[config.mk]
export PLATFORM = sky130hd
export DESIGN_NAME = read_arbiter
export DESIGN_NICKNAME = d
export VERILOG_FILES = /design/src/rtl/read_pool_pkg.sv /design/src/rtl/rr_arbiter.sv /design/src/rtl/read_arbiter.sv
export SDC_FILE = /design/constraint.sdc
export NUM_CORES = 1
export LEC_CHECK = 0
export CAP_MARGIN = 30
export CORE_AREA = 2 2 288 290
export DETAILED_ROUTE_END_ITERATION = 10
export DIE_AREA = 0 0 290 292
export DONT_BUFFER_PORTS = 1
export GPL_ROUTABILITY_DRIVEN = 0
export PLACE_DENSITY = 0.4
export SYNTH_ARGS = -nofsm -noshare
export SYNTH_HDL_FRONTEND = slang
export SYNTH_HIERARCHICAL = 1
export SYNTH_SLANG_ARGS = --single-unit
[constraint.sdc]
create_clock -name clk -period 3.15 [get_ports clk]
set_input_delay 0.315 -clock clk [delete_from_list [all_inputs] [get_ports clk]]
set_output_delay 0.315 -clock clk [all_outputs]
set_load 0.01 [all_outputs]
[src/rtl/read_pool_pkg.sv]
// rtl/read_pool_pkg.sv - shared defaults and types for the read pool arbiter
package read_pool_pkg;

  localparam int PORT_NUM    = 3;
  localparam int ROW_PARA    = 4;
  localparam int ADDR_WIDTH  = 48;
  localparam int DATA_WIDTH  = 256;
  localparam int MEM_LATENCY = 3;
  // Acceptance to return strobe: one cycle to issue, MEM_LATENCY in memory, one to register.
  localparam int READ_CYCLE  = MEM_LATENCY + 2;

  localparam int PORT_ID_W   = (PORT_NUM > 1) ? $clog2(PORT_NUM) : 1;
  typedef logic [PORT_ID_W-1:0] port_id_t;

endpackage

[src/rtl/rr_arbiter.sv]
// rtl/rr_arbiter.sv - round-robin grant with registered pointer
module rr_arbiter
  import read_pool_pkg::*;
#(
  parameter int PORT_NUM = read_pool_pkg::PORT_NUM
) (
  input  logic                clk,
  input  logic                rst_n,
  input  logic [PORT_NUM-1:0] req,
  output logic [PORT_NUM-1:0] grant
);

  localparam int ID_W = (PORT_NUM > 1) ? $clog2(PORT_NUM) : 1;

  logic [ID_W-1:0] ptr_q;
  logic [ID_W-1:0] ptr_d;
  logic [ID_W-1:0] idx_v;
  logic            found;
  int              idx;

  // Scan from the pointer for the first requester; the pointer moves just past the winner.
  always_comb begin
    grant = '0;
    ptr_d = ptr_q;
    found = 1'b0;
    idx   = 0;
    idx_v = '0;
    for (int i = 0; i < PORT_NUM; i++) begin
      idx = int'(ptr_q) + i;
      if (idx >= PORT_NUM) begin
        idx = idx - PORT_NUM;
      end
      idx_v = ID_W'(idx);
      if (!found && req[idx_v]) begin
        found        = 1'b1;
        grant[idx_v] = 1'b1;
        if (idx == PORT_NUM - 1) begin
          ptr_d = '0;
        end else begin
          ptr_d = ID_W'(idx + 1);
        end
      end
    end
    // No grants may leak out combinationally while the block is held in reset.
    if (!rst_n) begin
      grant = '0;
    end
  end

  // Pointer register; holds when nothing is granted.
  always_ff @(posedge clk or negedge rst_n) begin
    if (!rst_n) begin
      ptr_q <= '0;
    end else begin
      ptr_q <= ptr_d;
    end
  end

endmodule

[src/rtl/read_arbiter.sv]
// rtl/read_arbiter.sv - multi-port read arbiter with tagged in-order return (optional READ_ARBITER_PERF_CNT_EN counters)
module read_arbiter
  import read_pool_pkg::*;
#(
  parameter int PORT_NUM    = read_pool_pkg::PORT_NUM,
  parameter int ROW_PARA    = read_pool_pkg::ROW_PARA,
  parameter int ADDR_WIDTH  = read_pool_pkg::ADDR_WIDTH,
  parameter int DATA_WIDTH  = read_pool_pkg::DATA_WIDTH,
  parameter int MEM_LATENCY = read_pool_pkg::MEM_LATENCY
) (
  input  logic                           clk,
  input  logic                           rst_n,
  input  logic [PORT_NUM-1:0]            read_en_i,
  input  logic [PORT_NUM*ROW_PARA-1:0]   read_bank_en_i,
  input  logic [PORT_NUM*ADDR_WIDTH-1:0] read_addr_i,
  output logic [PORT_NUM-1:0]            read_addr_ready_o,
  input  logic [PORT_NUM-1:0]            read_nostall_i,
  output logic [PORT_NUM-1:0]            read_data_valid_o,
  output logic [DATA_WIDTH-1:0]          read_data_o,
  output logic                           mem_rd_en_o,
  output logic [ROW_PARA-1:0]            mem_bank_en_o,
  output logic [ADDR_WIDTH-1:0]          mem_addr_o,
  input  logic [DATA_WIDTH-1:0]          mem_rd_data_i
`ifdef READ_ARBITER_PERF_CNT_EN
  ,
  output logic [PORT_NUM*32-1:0]         grant_cnt_o,
  output logic [31:0]                    stall_cnt_o
`endif
);

  localparam int ID_W = (PORT_NUM > 1) ? $clog2(PORT_NUM) : 1;

  logic [PORT_NUM-1:0]   eligible;
  logic [PORT_NUM-1:0]   grant;
  logic [PORT_NUM-1:0]   accept;
  logic                  any_accept;
  logic [ID_W-1:0]       sel_id;
  logic [ROW_PARA-1:0]   sel_bank;
  logic [ADDR_WIDTH-1:0] sel_addr;

  logic [ID_W-1:0]        issue_id_q;
  logic [MEM_LATENCY-1:0] tag_v;
  logic [ID_W-1:0]        tag_id [MEM_LATENCY];

  // A port stalled downstream is not offered a grant, but its in-flight reads still return.
  assign eligible          = read_en_i & read_nostall_i;
  assign read_addr_ready_o = grant;
  assign accept            = read_en_i & grant;

  rr_arbiter #(
    .PORT_NUM (PORT_NUM)
  ) u_rr_arbiter (
    .clk   (clk),
    .rst_n (rst_n),
    .req   (eligible),
    .grant (grant)
  );

  // Mux the accepted port's request fields; grant is one-hot so at most one port matches.
  always_comb begin
    any_accept = 1'b0;
    sel_id     = '0;
    sel_bank   = '0;
    sel_addr   = '0;
    for (int k = 0; k < PORT_NUM; k++) begin
      if (accept[k]) begin
        any_accept = 1'b1;
        sel_id     = ID_W'(k);
        sel_bank   = read_bank_en_i[k*ROW_PARA +: ROW_PARA];
        sel_addr   = read_addr_i[k*ADDR_WIDTH +: ADDR_WIDTH];
      end
    end
  end

  // Issue stage: register the accepted request onto the memory port (zero bank enable still issues).
  always_ff @(posedge clk or negedge rst_n) begin
    if (!rst_n) begin
      mem_rd_en_o   <= 1'b0;
      mem_bank_en_o <= '0;
      mem_addr_o    <= '0;
      issue_id_q    <= '0;
    end else begin
      mem_rd_en_o <= any_accept;
      if (any_accept) begin
        mem_bank_en_o <= sel_bank;
        mem_addr_o    <= sel_addr;
        issue_id_q    <= sel_id;
      end
    end
  end

  // Tag pipeline mirrors the memory latency so the last stage lines up with valid read data.
  always_ff @(posedge clk or negedge rst_n) begin
    if (!rst_n) begin
      tag_v <= '0;
      for (int i = 0; i < MEM_LATENCY; i++) begin
        tag_id[i] <= '0;
      end
    end else begin
      tag_v[0]  <= mem_rd_en_o;
      tag_id[0] <= issue_id_q;
      for (int i = 1; i < MEM_LATENCY; i++) begin
        tag_v[i]  <= tag_v[i-1];
        tag_id[i] <= tag_id[i-1];
      end
    end
  end

  // Return stage: one-hot strobe to the owning port; data holds its last value between returns.
  always_ff @(posedge clk or negedge rst_n) begin
    if (!rst_n) begin
      read_data_valid_o <= '0;
      read_data_o       <= '0;
    end else begin
      if (tag_v[MEM_LATENCY-1]) begin
        read_data_valid_o <= PORT_NUM'(1) << tag_id[MEM_LATENCY-1];
        read_data_o       <= mem_rd_data_i;
      end else begin
        read_data_valid_o <= '0;
      end
    end
  end

`ifdef READ_ARBITER_PERF_CNT_EN
  // Saturating per-port grant counts and a count of cycles where someone asked but nobody was accepted.
  always_ff @(posedge clk or negedge rst_n) begin
    if (!rst_n) begin
      grant_cnt_o <= '0;
      stall_cnt_o <= '0;
    end else begin
      for (int k = 0; k < PORT_NUM; k++) begin
        if (accept[k] && (grant_cnt_o[k*32 +: 32] != 32'hFFFF_FFFF)) begin
          grant_cnt_o[k*32 +: 32] <= grant_cnt_o[k*32 +: 32] + 32'd1;
        end
      end
      if ((|read_en_i) && !any_accept && (stall_cnt_o != 32'hFFFF_FFFF)) begin
        stall_cnt_o <= stall_cnt_o + 32'd1;
      end
    end
  end
`else
  // Counters are not built in this configuration.
`endif

endmodule

==> out/results.txt, run 1 <==
largest fanout on the critical path: 35
Final Cycle Share: 0.9216
placed inst area: 14,750 um^2
number of DRC markers in iteration 0: 317
average instance area after synthesis: 14.88 um^2
Register-to-Register Setup Slack: 0.25 ns
CTS tree: yes
initial antenna violation count: 9
grt total ovfl: 0
cell area after technology mapping: 13,440 um^2
number of placement rows: 105
share of layout cells above drive strength 1: 0.3233
overall via count from detail_route: 8,866
Layout Area Growth over Synthesis: 43.91%
Synth Net Count: 1,327
Inserted Clock Buffers: 40
LEAKAGE: 8.236 nW
die outline area: 84,680 um^2
Yosys warnings: 6
most common library cell in the layout ignoring fill and taps: sky130_fd_sc_hd__dfrtp_1
synthesized netlist cell count: 903
max cap viols: 0
worst slew margin relative to its limit: 0.3719
worst hold slack: -0.5127 ns
cell total after placement: 1,944
Clock Path Buffers: 3
worst endpoint data arrival time: 3.34 ns
Fmax: 344.5 MHz
drt wl/cell: 18.75 um
wire length of the first global-routing pass: 64,800 um
met3 demand-to-capacity share in global routing: 0.03410
estimated wirelength of the detail-placed design: 31,050 um
vertical die dimension: 292 um
number of global-route vias before repair: 10,040
Clock Root Buffer: sky130_fd_sc_hd__clkbuf_16
category of the worst setup path launch point: flop
DRC Markers: 0
pins over their slew limit: 0
WP data required: 3.58 ns
number of hold violations in the final report: 325
Die X-Extent: 290 um
met2 demand-to-capacity share in global routing: 0.1849
# setup viols final: 0
largest net degree at the start of global routing: 330
detailed-router iteration count before antenna repair: 4
leading cell types in the layout, fill and taps excluded: sky130_fd_sc_hd__dfrtp_1, sky130_fd_sc_hd__dlygate4sd3_1, sky130_fd_sc_hd__mux2_2
number of synthesized register bits: 325
IO Count: 735
sequential-to-total area share from yosys stat: 0.6052
Clock transition at path regs: 0.06 ns
unique cell type count in the Yosys netlist: 38
number of nets still failing antenna checks after routing: 0
number of buffers added to fix hold violations after cts: 319
slew of the pin with the lowest slew margin: 0.9422 ns
cells along the critical path: inv_2 -> ha_4 -> mux2i_4 -> o21a_1 -> o21ai_0 -> a21boi_1 -> buf_4 -> nand2_4 -> buf_12 -> mux2i_1 -> dlygate4sd3_1 -> a221oi_1
classification of the worst setup path: flop to flop
number of non-filler instances in the completed layout: 2,341
latest clock arrival within the worst-skew pair: 0.54 ns
Clock Sink Count: 325
slowest library cell on the worst path: sky130_fd_sc_hd__dlygate4sd3_1
result of the run: complete, but fails checks
path category of the worst min-delay check: input pin to asynchronous set/reset pin
family with the most delay on the worst path: buffers and inverters
violations in the final reports: negative hold slack
Top Usage Layer GRT: met2
PwrDens: 981.2 nW/um^2
via/cell ratio: 3.787
end-of-flow core utilization: 0.2371
clock skew after layout: 0.01453 ns
H-tree level count: 2
number of nets in the final layout: 1,661
setup TNS after final layout: 0 ns
area of all placed cells without fillers: 19,340 um^2
WL final: 43,900 um
CP Capture Type: flop
peak supply drop: 0.3333 mV
All-Layer GR Usage: 0.09903
Worst Path Buf+Inv: 4
setup repair after global routing missed its margin: no
number of port buffers: 0
Core ar.: 81,580 um^2
effective utilization at floorplan: 0.1647
met1 capacity usage during global routing: 0.09858
Largest stage delay, worst path: 0.56 ns
time the final worst path needs with I/O delays and setup: 2.903 ns
-- power breakdown --
| group | switching (W) | internal, W | leakage (nW) |
|---|---|---|---|
| clock network | 0.00184 | 0.00278 | 0.629 |
| logic | 0.00196 | 0.00316 | 3.80 |
| registers | 0.00292 | 0.00631 | 3.80 |
-- what timing repair did --
action / in CTS / in global routing
endpoints found under the setup margin: 0 / 2
resized for setup: 0 / 14
buffers inserted: 0 / 2
hold endpoints to repair: 632 / 325
-- final timing paths --
path | startpoint | endpoint | cells past startpoint
max | u_rr_arbiter/ptr_q[1] | mem_addr_o[45] | 12
min | rst_n | read_data_o[59] | 0
max reg2reg | u_rr_arbiter/ptr_q[1] | mem_addr_o[45] | 12
min reg2reg | tag_v[1] | tag_v[2] | 0
max in group asynchronous | rst_n | read_data_o[235] | 0
min in group clk | read_addr_i[91] | mem_addr_o[43] | 2
-- Yosys cell counts --
cell type                   number  area (um^2)
sky130_fd_sc_hd__a21boi_1        1        7.510
sky130_fd_sc_hd__a21o_1          2        15.01
sky130_fd_sc_hd__a21oi_1         3        15.01
sky130_fd_sc_hd__a21oi_2         1        8.760
sky130_fd_sc_hd__a221oi_1        4        35.03
sky130_fd_sc_hd__a221oi_2       49        735.7
sky130_fd_sc_hd__a22o_1          1        8.760
sky130_fd_sc_hd__a22oi_1         3        22.52
sky130_fd_sc_hd__and2_1          5        31.28
sky130_fd_sc_hd__and2b_4         1        10.01
sky130_fd_sc_hd__and3b_1         2        17.52
sky130_fd_sc_hd__buf_2          35        175.2
sky130_fd_sc_hd__buf_4           5        37.54
sky130_fd_sc_hd__buf_6           6        67.56
sky130_fd_sc_hd__clkbuf_1        5        18.77
sky130_fd_sc_hd__clkbuf_4        1        7.510
sky130_fd_sc_hd__dfrtp_1       325         8133
sky130_fd_sc_hd__ha_1            4        50.05
sky130_fd_sc_hd__inv_1          58        217.7
sky130_fd_sc_hd__mux2_2        257         2894
sky130_fd_sc_hd__mux2_4          2        30.03
sky130_fd_sc_hd__mux2i_1        56        560.5
sky130_fd_sc_hd__nand2_1         4        15.01
sky130_fd_sc_hd__nand2_2         1        6.260
sky130_fd_sc_hd__nand2b_1        1        6.260
sky130_fd_sc_hd__nand3b_1        1        7.510
sky130_fd_sc_hd__nand4_1         1        6.260
sky130_fd_sc_hd__nand4b_1        1        8.760
sky130_fd_sc_hd__nor2_1         56        210.2
sky130_fd_sc_hd__nor3b_1         1        7.510
sky130_fd_sc_hd__o21a_1          1        7.510
sky130_fd_sc_hd__o21ai_0         2        10.01
sky130_fd_sc_hd__o21ai_1         3        15.01
sky130_fd_sc_hd__o22a_1          1        8.760
sky130_fd_sc_hd__o22ai_1         1        6.260
sky130_fd_sc_hd__o2bb2ai_1       1        8.760
sky130_fd_sc_hd__or2b_1          1        7.510
sky130_fd_sc_hd__or3b_1          1        8.760
-- through the flow --
step	power [W]	hold slack, ns	setup slack (ns)
after floorplan	0.01244	0.01941	0.5400
after global placement	0.01395	0.02828	0.4126
after detailed placement	0.01405	0.02508	0.2736
after CTS	0.01914	-0.5815	0.02366
after global routing	0.02003	-0.5596	0.009857
final	0.01898	-0.5127	0.2471
-- registers in the layout (all words and copies together), names as in the netlist --
| signal | count |
|---|---|
| mem_addr_o | 48 |
| read_data_o | 256 |
| u_rr_arbiter/ptr_q | 2 |
| mem_rd_en_o | 1 |
| tag_v | 3 |
| mem_bank_en_o | 4 |
| tag_id | 6 |
| read_data_valid_o | 3 |
| issue_id_q | 2 |
-- worst register-to-register path: stages, from the launching register on --
cell and delay, ns:
sky130_fd_sc_hd__dfrtp_2 0.44, sky130_fd_sc_hd__inv_2 0.10, sky130_fd_sc_hd__ha_4 0.17, sky130_fd_sc_hd__mux2i_4 0.24, sky130_fd_sc_hd__o21a_1 0.18, sky130_fd_sc_hd__o21ai_0 0.10, sky130_fd_sc_hd__a21boi_1 0.15, sky130_fd_sc_hd__buf_4 0.18
sky130_fd_sc_hd__nand2_4 0.06, sky130_fd_sc_hd__buf_12 0.17, sky130_fd_sc_hd__mux2i_1 0.19, sky130_fd_sc_hd__dlygate4sd3_1 0.56, sky130_fd_sc_hd__a221oi_1 0.25
-- routing by layer --
metal  routed length [um]  share of wire  vias up
met4                 1916          0.044        0
met1                15030           0.34     4449
met2                23310           0.53      450
met3                 3635          0.083       85
li1                     -              -     3882
met5                    0              0        -
-- final cells by class --
| class | instances | area, um^2 |
|---|---|---|
| Antenna cell | 6 | 15.01 |
| Clock buffer | 59 | 1152 |
| Clock inverter | 11 | 152.6 |
| Fill cell | 8473 | 62240 |
| Inverter | 58 | 217.7 |
| Multi-Input combinational cell | 468 | 4856 |
| Sequential cell | 325 | 8139 |
| Tap cell | 1070 | 1339 |
| Timing Repair Buffer | 344 | 3468 |
-- logic make-up after synthesis --
kind of cell | Yosys count | share of synthesized area
AO/OA/AOI/OAI | 73 | 0.06731
flip-flops | 325 | 0.6052
AND/OR/NAND/NOR | 76 | 0.02551
multiplexers | 315 | 0.2593
buffers and inverters | 110 | 0.03901
adder cells (fa/ha/maj) | 4 | 0.003724
Power figures use the tool's default switching activity.
==> run 2, diff against run 1 <==
--- a/config.mk
+++ b/config.mk
@@ -11,6 +11,7 @@
 export DIE_AREA = 0 0 290 292
 export DONT_BUFFER_PORTS = 1
 export GPL_ROUTABILITY_DRIVEN = 0
+export GPL_TIMING_DRIVEN = 0
 export PLACE_DENSITY = 0.4
 export SYNTH_ARGS = -nofsm -noshare
 export SYNTH_HDL_FRONTEND = slang
==> run 2 against run 1 <==
Effect of this change: the run still ends with negative hold slack left; non-clock buffer count grew 35; cell count grew 1.6%; critical path type unchanged; die area is the same; clock skew shrank 0.0062 ns; core utilization grew 0.15 points; sequential power shrank 2%; clock power is essentially flat; sequential share of layout area shrank 0.30 points; largest power group unchanged.
==> out/results.txt, run 2 (synthesized netlist as in run 1, its figures left out) <==
largest registers ranked by flip-flop count: read_data_o x256, mem_addr_o x48, tag_id x6
slowest library cell on the worst path: sky130_fd_sc_hd__dfrtp_1
cells along the critical path: inv_1 -> ha_1 -> buf_4 -> mux2i_1 -> o21ai_1 -> nand2_1 -> a21boi_2 -> nand2_4 -> buf_2 -> mux2i_1 -> a221oi_2
number of hold violations in the final report: 325 (unchanged)
worst slew margin relative to its limit: 0.3324 (-0.03950)
Register-to-Register Setup Slack: 0.13 ns (-0.12 ns)
pins over their slew limit: 0 (unchanged)
grt total ovfl: 0 (unchanged)
slew of the pin with the lowest slew margin: 1.001 ns (+0.05925 ns)
latest clock arrival within the worst-skew pair: 0.56 ns (+0.02 ns)
Top cell by count, worst path: sky130_fd_sc_hd__mux2i_1
CP Capture Type: flop
end-of-flow core utilization: 0.2386 (+0.001534)
number of placement rows: 105 (unchanged)
Final Cycle Share: 0.9593 (+0.03777)
Inserted Clock Buffers: 40 (unchanged)
number of nets still failing antenna checks after routing: 0 (unchanged)
# setup viols final: 0 (unchanged)
family with the most delay on the worst path: compound AO/OA/AOI/OAI gates
WP data required: 3.58 ns (about the same)
most common library cell in the layout ignoring fill and taps: sky130_fd_sc_hd__dlygate4sd3_1
final worst setup slack: 0.1281 ns (-0.1190 ns)
DRC Markers: 0 (unchanged)
detailed-router iteration count before antenna repair: 4 (unchanged)
leading cell types in the layout, fill and taps excluded: sky130_fd_sc_hd__dlygate4sd3_1, sky130_fd_sc_hd__dfrtp_1, sky130_fd_sc_hd__mux2_2
number of DRC markers in iteration 0: 295 (-6.9%)
worst endpoint data arrival time: 3.45 ns (+0.11 ns)
time the final worst path needs with I/O delays and setup: 3.022 ns (+0.1190 ns)
Die X-Extent: 290 um (unchanged)
result of the run: complete, but fails checks
Clock Root Buffer: sky130_fd_sc_hd__clkbuf_16
setup repair after global routing missed its margin: no
classification of the worst setup path: flop to flop
max FFs per register: 256 (unchanged)
number of global-route vias before repair: 10,370 (+3.3%)
register with the most flip-flops: read_data_o
Clock transition at path regs: 0.06 ns (about the same)
initial antenna violation count: 8 (-1)
die outline area: 84,680 um^2 (unchanged)
Core ar.: 81,580 um^2 (unchanged)
peak supply drop: 0.3819 mV (+15%)
worst hold slack: -0.5450 ns (-0.03222 ns)
largest fanout on the critical path: 10 (-71%)
max cap viols: 0 (unchanged)
path category of the worst min-delay check: input pin to asynchronous set/reset pin
Setup Slack @ Placement: -0.4059 ns (-0.6795 ns)
wire length of the first global-routing pass: 67,660 um (+4.4%)
estimated wirelength of the detail-placed design: 34,060 um (+9.7%)
Largest stage delay, worst path: 0.38 ns (-0.18 ns)
Clock Path Buffers: 3 (unchanged)
number of setup buffers added after CTS: 0 (unchanged)
WL final: 46,590 um (+6.1%)
Worst Path Buf+Inv: 3 (-1)
PwrDens: 977.9 nW/um^2 (-0.33%)
H-tree level count: 2 (unchanged)
largest net degree at the start of global routing: 330 (unchanged)
Clock Sink Count: 325 (unchanged)
share of layout cells above drive strength 1: 0.3374 (+0.01410)
clock skew after layout: 0.008305 ns (-0.006222 ns)
LEAKAGE: 8.395 nW (+1.9%)
number of nets in the final layout: 1,696 (+2.1%)
All-Layer GR Usage: 0.1054 (+0.006376)
number of port buffers: 0 (unchanged)
Layout Area Growth over Synthesis: 44.84%
drt wl/cell: 19.58 um (+4.4%)
effective utilization at floorplan: 0.1647 (unchanged)
violations in the final reports: negative hold slack
via/cell ratio: 3.841 (+1.4%)
Fmax: 330.9 MHz (-3.9%)
number of buffers added to fix hold violations after cts: 327 (+2.5%)
IO Count: 735 (unchanged)
category of the worst setup path launch point: flop
overall via count from detail_route: 9,137 (+3.1%)
vertical die dimension: 292 um (unchanged)
CTS tree: yes
==> run 2: cell count changes in the layout (fill, tap and decap cells not counted), sizes merged, moves of 2 or more <==
cell	delta
dlygate4sd3	+8
bufinv	-2
inv	+3
buf	+20
clkinv	+10
==> run 2: worst reg2reg max path, stage by stage (launching register included) <==
cell and delay, ns:
sky130_fd_sc_hd__dfrtp_1 0.38, sky130_fd_sc_hd__inv_1 0.09, sky130_fd_sc_hd__ha_1 0.18, sky130_fd_sc_hd__buf_4 0.17
sky130_fd_sc_hd__mux2i_1 0.14, sky130_fd_sc_hd__o21ai_1 0.38, sky130_fd_sc_hd__nand2_1 0.12, sky130_fd_sc_hd__a21boi_2 0.38
sky130_fd_sc_hd__nand2_4 0.24, sky130_fd_sc_hd__buf_2 0.32, sky130_fd_sc_hd__mux2i_1 0.38, sky130_fd_sc_hd__a221oi_2 0.10
==> run 2: worst paths after layout <==
kind	end	depth (start not counted)	startpoint
worst min register to register	tag_v[2]	0	tag_v[1]
max in group asynchronous	read_data_o[200]	0	rst_n
worst max-delay path	mem_addr_o[5]	11	u_rr_arbiter/ptr_q[1]
worst min-delay path	read_data_o[93]	0	rst_n
worst max register to register	mem_addr_o[5]	11	u_rr_arbiter/ptr_q[1]
min in group clk	mem_addr_o[42]	2	read_addr_i[90]
==> run 2: cell type report <==
| type | count | area (um^2) |
|---|---|---|
| clock inverter | 21 | 180.2 |
| antenna | 5 | 12.51 |
| multi-input combinational | 468 | 4853 |
| timing repair buffer | 327 | 3273 |
| tap | 1070 | 1339 |
| buffer | 52 | 315.3 |
| fill | 8502 | 62120 |
| sequential | 325 | 8133 |
| clock buffer | 53 | 1141 |
| inverter | 58 | 217.7 |
==> run 2: stage by stage <==
step | cell area [um^2] | power, W | setup TNS (ns) | std cells
3_3_place_gp | 14780 | 0.01404 | -20.26 | 1973
3_5_place_dp | 14780 | 0.01415 | -19.42 | 1973
2_1_floorplan | 13440 | 0.01244 | 0 | 903
4_1_cts | 19400 | 0.01926 | 0 | 2374
5_1_grt | 19460 | 0.02009 | 0 | 2379
6_report | 19460 | 0.01904 | 0 | 2379
==> run 2: what timing repair did <==
| action | in CTS | in global routing |
|---|---|---|
| resized for setup | 7 | 17 |
| pin swaps | 0 | 3 |
| setup endpoints to repair | 54 | 54 |
| endpoints found under the hold margin | 632 | 325 |
==> run 2: power by group <==
part | switching, W | internal (W)
logic | 0.00221 | 0.00314
clock network | 0.00193 | 0.00267
registers | 0.00278 | 0.00631
total | 0.00692 | 0.0121
==> run 2: routing by layer <==
metal | share of wire | up-vias | wire length (um) | global-route usage
met5 | 0.00028 | - | 13 | 0
met4 | 0.044 | 2 | 2028 | 0.04942
met3 | 0.071 | 97 | 3329 | 0.03258
met2 | 0.54 | 451 | 25200 | 0.1998
met1 | 0.34 | 4631 | 16010 | 0.1041
li1 | - | 3956 | - | -
==> run 3, diff against run 2 <==
--- a/config.mk
+++ b/config.mk
@@ -5,10 +5,11 @@
 export SDC_FILE = /design/constraint.sdc
 export NUM_CORES = 1
 export LEC_CHECK = 0
+export ABC_AREA = 1
 export CAP_MARGIN = 30
-export CORE_AREA = 2 2 288 290
+export CORE_AREA = 2 2 290 292
 export DETAILED_ROUTE_END_ITERATION = 10
-export DIE_AREA = 0 0 290 292
+export DIE_AREA = 0 0 292 294
 export DONT_BUFFER_PORTS = 1
 export GPL_ROUTABILITY_DRIVEN = 0
 export GPL_TIMING_DRIVEN = 0
==> run 3 against run 2 <==
Effect of this change: synthesized cell count is 87% higher; global-route usage rose by 2.2 points; sequential power hardly changed; sequential cell count unchanged; core utilization about the same; register-to-register slack better by 0.09 ns; the flow still finishes with violations (negative hold slack); clock-buffer cell count increased by 8; highest routed layer unchanged; via count is 41% higher; setup slack improved by 0.090 ns; maximum frequency is 3.1% higher; sequential share of layout area down 0.73 points.
==> out/results.txt, run 3 <==
max cap viols: 0 (unchanged)
number of non-filler instances in the completed layout: 3,180 (+34%)
Clock transition at path regs: 0.06 ns (about the same)
average instance area after synthesis: 8.083 um^2 (-46%)
WP data required: 3.58 ns (about the same)
cell area after technology mapping: 13,640 um^2 (+1.5%)
largest area contributor in the netlist: sky130_fd_sc_hd__dfrtp_1
number of global-route vias before repair: 13,070 (+26%)
drt wl/cell: 18.25 um (-6.8%)
Die X-Extent: 292 um (+0.69%)
classification of the worst setup path: flop to flop
synthesized netlist cell count: 1,687 (+87%)
number of placement rows: 106 (+0.95%)
WL final: 58,050 um (+25%)
Clock Sink Count: 325 (unchanged)
Switching Share: 0.4252 (+0.06159)
latest clock arrival within the worst-skew pair: 0.56 ns (about the same)
estimated wirelength of the detail-placed design: 44,150 um (+30%)
detailed-router iteration count before antenna repair: 5 (+1)
Seq pwr share: 0.463 (-0.014)
worst slew margin relative to its limit: 0.5415 (+0.2091)
post-synth top area share: 0.5964 (-0.008773)
number of synthesized register bits: 325 (unchanged)
Net Switching: 0.008320 W (+20%)
Layout Area Growth over Synthesis: 45.26%
largest fanout on the critical path: 10 (unchanged)
clock skew after layout: 0.02938 ns (+0.02108 ns)
number of nets in the final layout: 2,489 (+47%)
number of DRC markers in iteration 0: 786 (+170%)
Synth Net Count: 2,111 (+59%)
CP Capture Type: flop
FILL cells: 9,028 (+6.2%)
number of setup buffers added after CTS: 0 (unchanged)
end-of-flow core utilization: 0.2390 (+0.0003880)
WL met1: 22,870 um (+43%)
H-tree level count: 2 (unchanged)
most common library cell in the layout ignoring fill and taps: sky130_fd_sc_hd__nand2_1
combinational share of power: 0.286 (+0.005)
share of layout cells above drive strength 1: 0.08015 (-0.2573)
cell types with the largest area share after synthesis: sky130_fd_sc_hd__dfrtp_1, sky130_fd_sc_hd__nand2_1, sky130_fd_sc_hd__nor2_1
PwrDens: 987.9 nW/um^2 (+1.0%)
Yosys warnings: 6 (unchanged)
CTS tree: yes
area of all placed cells without fillers: 19,810 um^2 (+1.8%)
All-Layer GR Usage: 0.1276 (+0.02219)
die outline area: 85,850 um^2 (+1.4%)
largest net degree at the start of global routing: 327 (-0.91%)
worst endpoint data arrival time: 3.36 ns (-0.09 ns)
setup repair after global routing missed its margin: no
violations in the final reports: negative hold slack
# setup viols final: 0 (unchanged)
number of port buffers: 0 (unchanged)
path category of the worst min-delay check: input pin to asynchronous set/reset pin
via/cell ratio: 4.037 (+5.1%)
unique cell type count in the Yosys netlist: 26 (-32%)
sequential-to-total area share from yosys stat: 0.5964 (-0.008773)
initial antenna violation count: 5 (-3)
cell total after placement: 2,768 (+40%)
share of total power in the clock network: 0.251 (+0.009)
Inserted Clock Buffers: 41 (+2.5%)
number of buffers added to fix hold violations after cts: 334 (+2.1%)
vertical die dimension: 294 um (+0.68%)
worst hold slack: -0.5453 ns (-0.0003500 ns)
effective utilization at floorplan: 0.1645 (-0.0002134)
leading cell types in the layout, fill and taps excluded: sky130_fd_sc_hd__nand2_1, sky130_fd_sc_hd__dlygate4sd3_1, sky130_fd_sc_hd__dfrtp_1
internal power consumption: 0.01125 W (-7.1%)
Core ar.: 82,890 um^2 (+1.6%)
result of the run: complete, but fails checks
Fmax: 341.1 MHz (+3.1%)
LEAKAGE: 9.579 nW (+14%)
wire length of the first global-routing pass: 83,450 um (+23%)
final worst setup slack: 0.2183 ns (+0.09018 ns)
peak supply drop: 0.3921 mV (+2.7%)
list of most frequent post-synthesis cells: sky130_fd_sc_hd__nand2_1, sky130_fd_sc_hd__dfrtp_1, sky130_fd_sc_hd__nor2_1, sky130_fd_sc_hd__nand3_1, sky130_fd_sc_hd__buf_2
IO Count: 735 (unchanged)
grt total ovfl: 0 (unchanged)
most instantiated flip-flop cell in the synthesis netlist: sky130_fd_sc_hd__dfrtp_1
placed inst area: 15,000 um^2 (+1.5%)
Final Cycle Share: 0.9307 (-0.02863)
DRC Markers: 0 (unchanged)
max FFs per register: 256 (unchanged)
Setup Slack @ Placement: -0.3102 ns (+0.09570 ns)
category of the worst setup path launch point: flop
largest registers ranked by flip-flop count: read_data_o x256, mem_addr_o x48, tag_id x6
number of hold violations in the final report: 325 (unchanged)
share of synthesized flip-flops with an asynchronous set or reset: 1.000 (unchanged)
Clock Root Buffer: sky130_fd_sc_hd__clkbuf_16
time the final worst path needs with I/O delays and setup: 2.932 ns (-0.09018 ns)
highest layer used for signal routing: met5
number of nets still failing antenna checks after routing: 0 (unchanged)
number of enable-type register cells in the synthesized netlist: 0 (unchanged)
routed length on met2: 28,110 um (+12%)
pins over their slew limit: 0 (unchanged)
most common cell in the netlist: sky130_fd_sc_hd__nand2_1
register with the most flip-flops: read_data_o
Clock Path Buffers: 3 (unchanged)
detailed route wirelength on metal3: 4810 um (+44%)
overall via count from detail_route: 12,840 (+41%)
slew of the pin with the lowest slew margin: 0.6878 ns (-0.3136 ns)
## run 3: cell types whose count changed after synthesis, moves of 8 or more
cell / change
sky130_fd_sc_hd__inv_1: -45
sky130_fd_sc_hd__mux2_2: -257
sky130_fd_sc_hd__nand3_1: +112
sky130_fd_sc_hd__a221oi_2: -49
sky130_fd_sc_hd__mux2i_1: -56
sky130_fd_sc_hd__clkbuf_1: +8
sky130_fd_sc_hd__buf_2: +31
sky130_fd_sc_hd__nor2_1: +104
sky130_fd_sc_hd__nand2_1: +939
## run 3: area by class of cell
class                   instances  area (um^2)  share of cell area
clock buffers                  61         1211             0.06114
clock inverters                13        200.2             0.01011
multi-input cells            1247         4977              0.2513
plain buffers                  95        491.7             0.02482
diodes                          4        10.01           0.0005053
inverters                      20        80.08            0.004042
flip-flops and latches        325         8133              0.4106
well taps                    1080         1351             0.06822
repair buffers                335         3354              0.1693
## run 3: cells by family after synthesis
group | after synthesis | synth area share
AO/OA/AOI/OAI | 13 | 0.005506
adder cells (fa/ha/maj) | 4 | 0.003670
buffers and inverters | 115 | 0.04166
flip-flops | 325 | 0.5964
AND/OR/NAND/NOR | 1230 | 0.3528
## run 3: layer usage
metal | vias up | track usage
met1 | 6124 | 0.1484
met3 | 134 | 0.03784
li1 | 5929 | -
met5 | - | 0
met4 | 2 | 0.05419
met2 | 649 | 0.2179
## run 3: path summary, 6_finish.rpt
path	endpoint	slack, ns	from	cells past startpoint
max in group asynchronous	read_data_o[215]	3.10	rst_n	0
min in group clk	mem_addr_o[26]	0.04	read_addr_i[122]	4
worst max-delay path	mem_bank_en_o[1]	0.22	u_rr_arbiter/ptr_q[0]	16
worst max register to register	mem_bank_en_o[1]	0.22	u_rr_arbiter/ptr_q[0]	16
worst min-delay path	read_data_o[111]	-0.55	rst_n	0
worst min register to register	tag_v[1]	0.35	tag_v[0]	0
## run 3: through the flow
step,TNS [ns],power (W)
6_report,0,0.01957
5_1_grt,0,0.02098
4_1_cts,0,0.01983
3_5_place_dp,-2.282,0.01437
3_3_place_gp,-0.9560,0.01424
2_1_floorplan,0,0.01205
## run 3: critical path, cell delays in order (launching register included)
cell	delay [ns]
sky130_fd_sc_hd__dfrtp_1	0.40
sky130_fd_sc_hd__inv_1	0.09
sky130_fd_sc_hd__ha_1	0.30
sky130_fd_sc_hd__buf_6	0.14
sky130_fd_sc_hd__inv_4	0.06
sky130_fd_sc_hd__nand3_1	0.06
sky130_fd_sc_hd__nand2_1	0.12
sky130_fd_sc_hd__nand2_1	0.08
sky130_fd_sc_hd__o21a_1	0.20
sky130_fd_sc_hd__a21oi_4	0.25
sky130_fd_sc_hd__nand2_4	0.17
sky130_fd_sc_hd__buf_4	0.23
sky130_fd_sc_hd__buf_4	0.19
sky130_fd_sc_hd__nand3_1	0.08
sky130_fd_sc_hd__nand2_1	0.06
sky130_fd_sc_hd__nor2_1	0.27
sky130_fd_sc_hd__nor2_1	0.07
## run 3: what timing repair did
action	CTS	global route
gates resized for setup	5	6
hold endpoints to repair	623	325
gates cloned	0	0
endpoints found under the setup margin	40	43
pin swaps	0	1
## run 3: power by group through the flow
stage	sequential [W]	clock (W)	combinational, W
after global routing	0.00926	0.00529	0.00643
final	0.00906	0.00491	0.00560
after floorplan	0.00822	0	0.00383
after global placement	0.00916	0	0.00508
after CTS	0.00910	0.00512	0.00561
after detailed placement	0.00914	0	0.00522
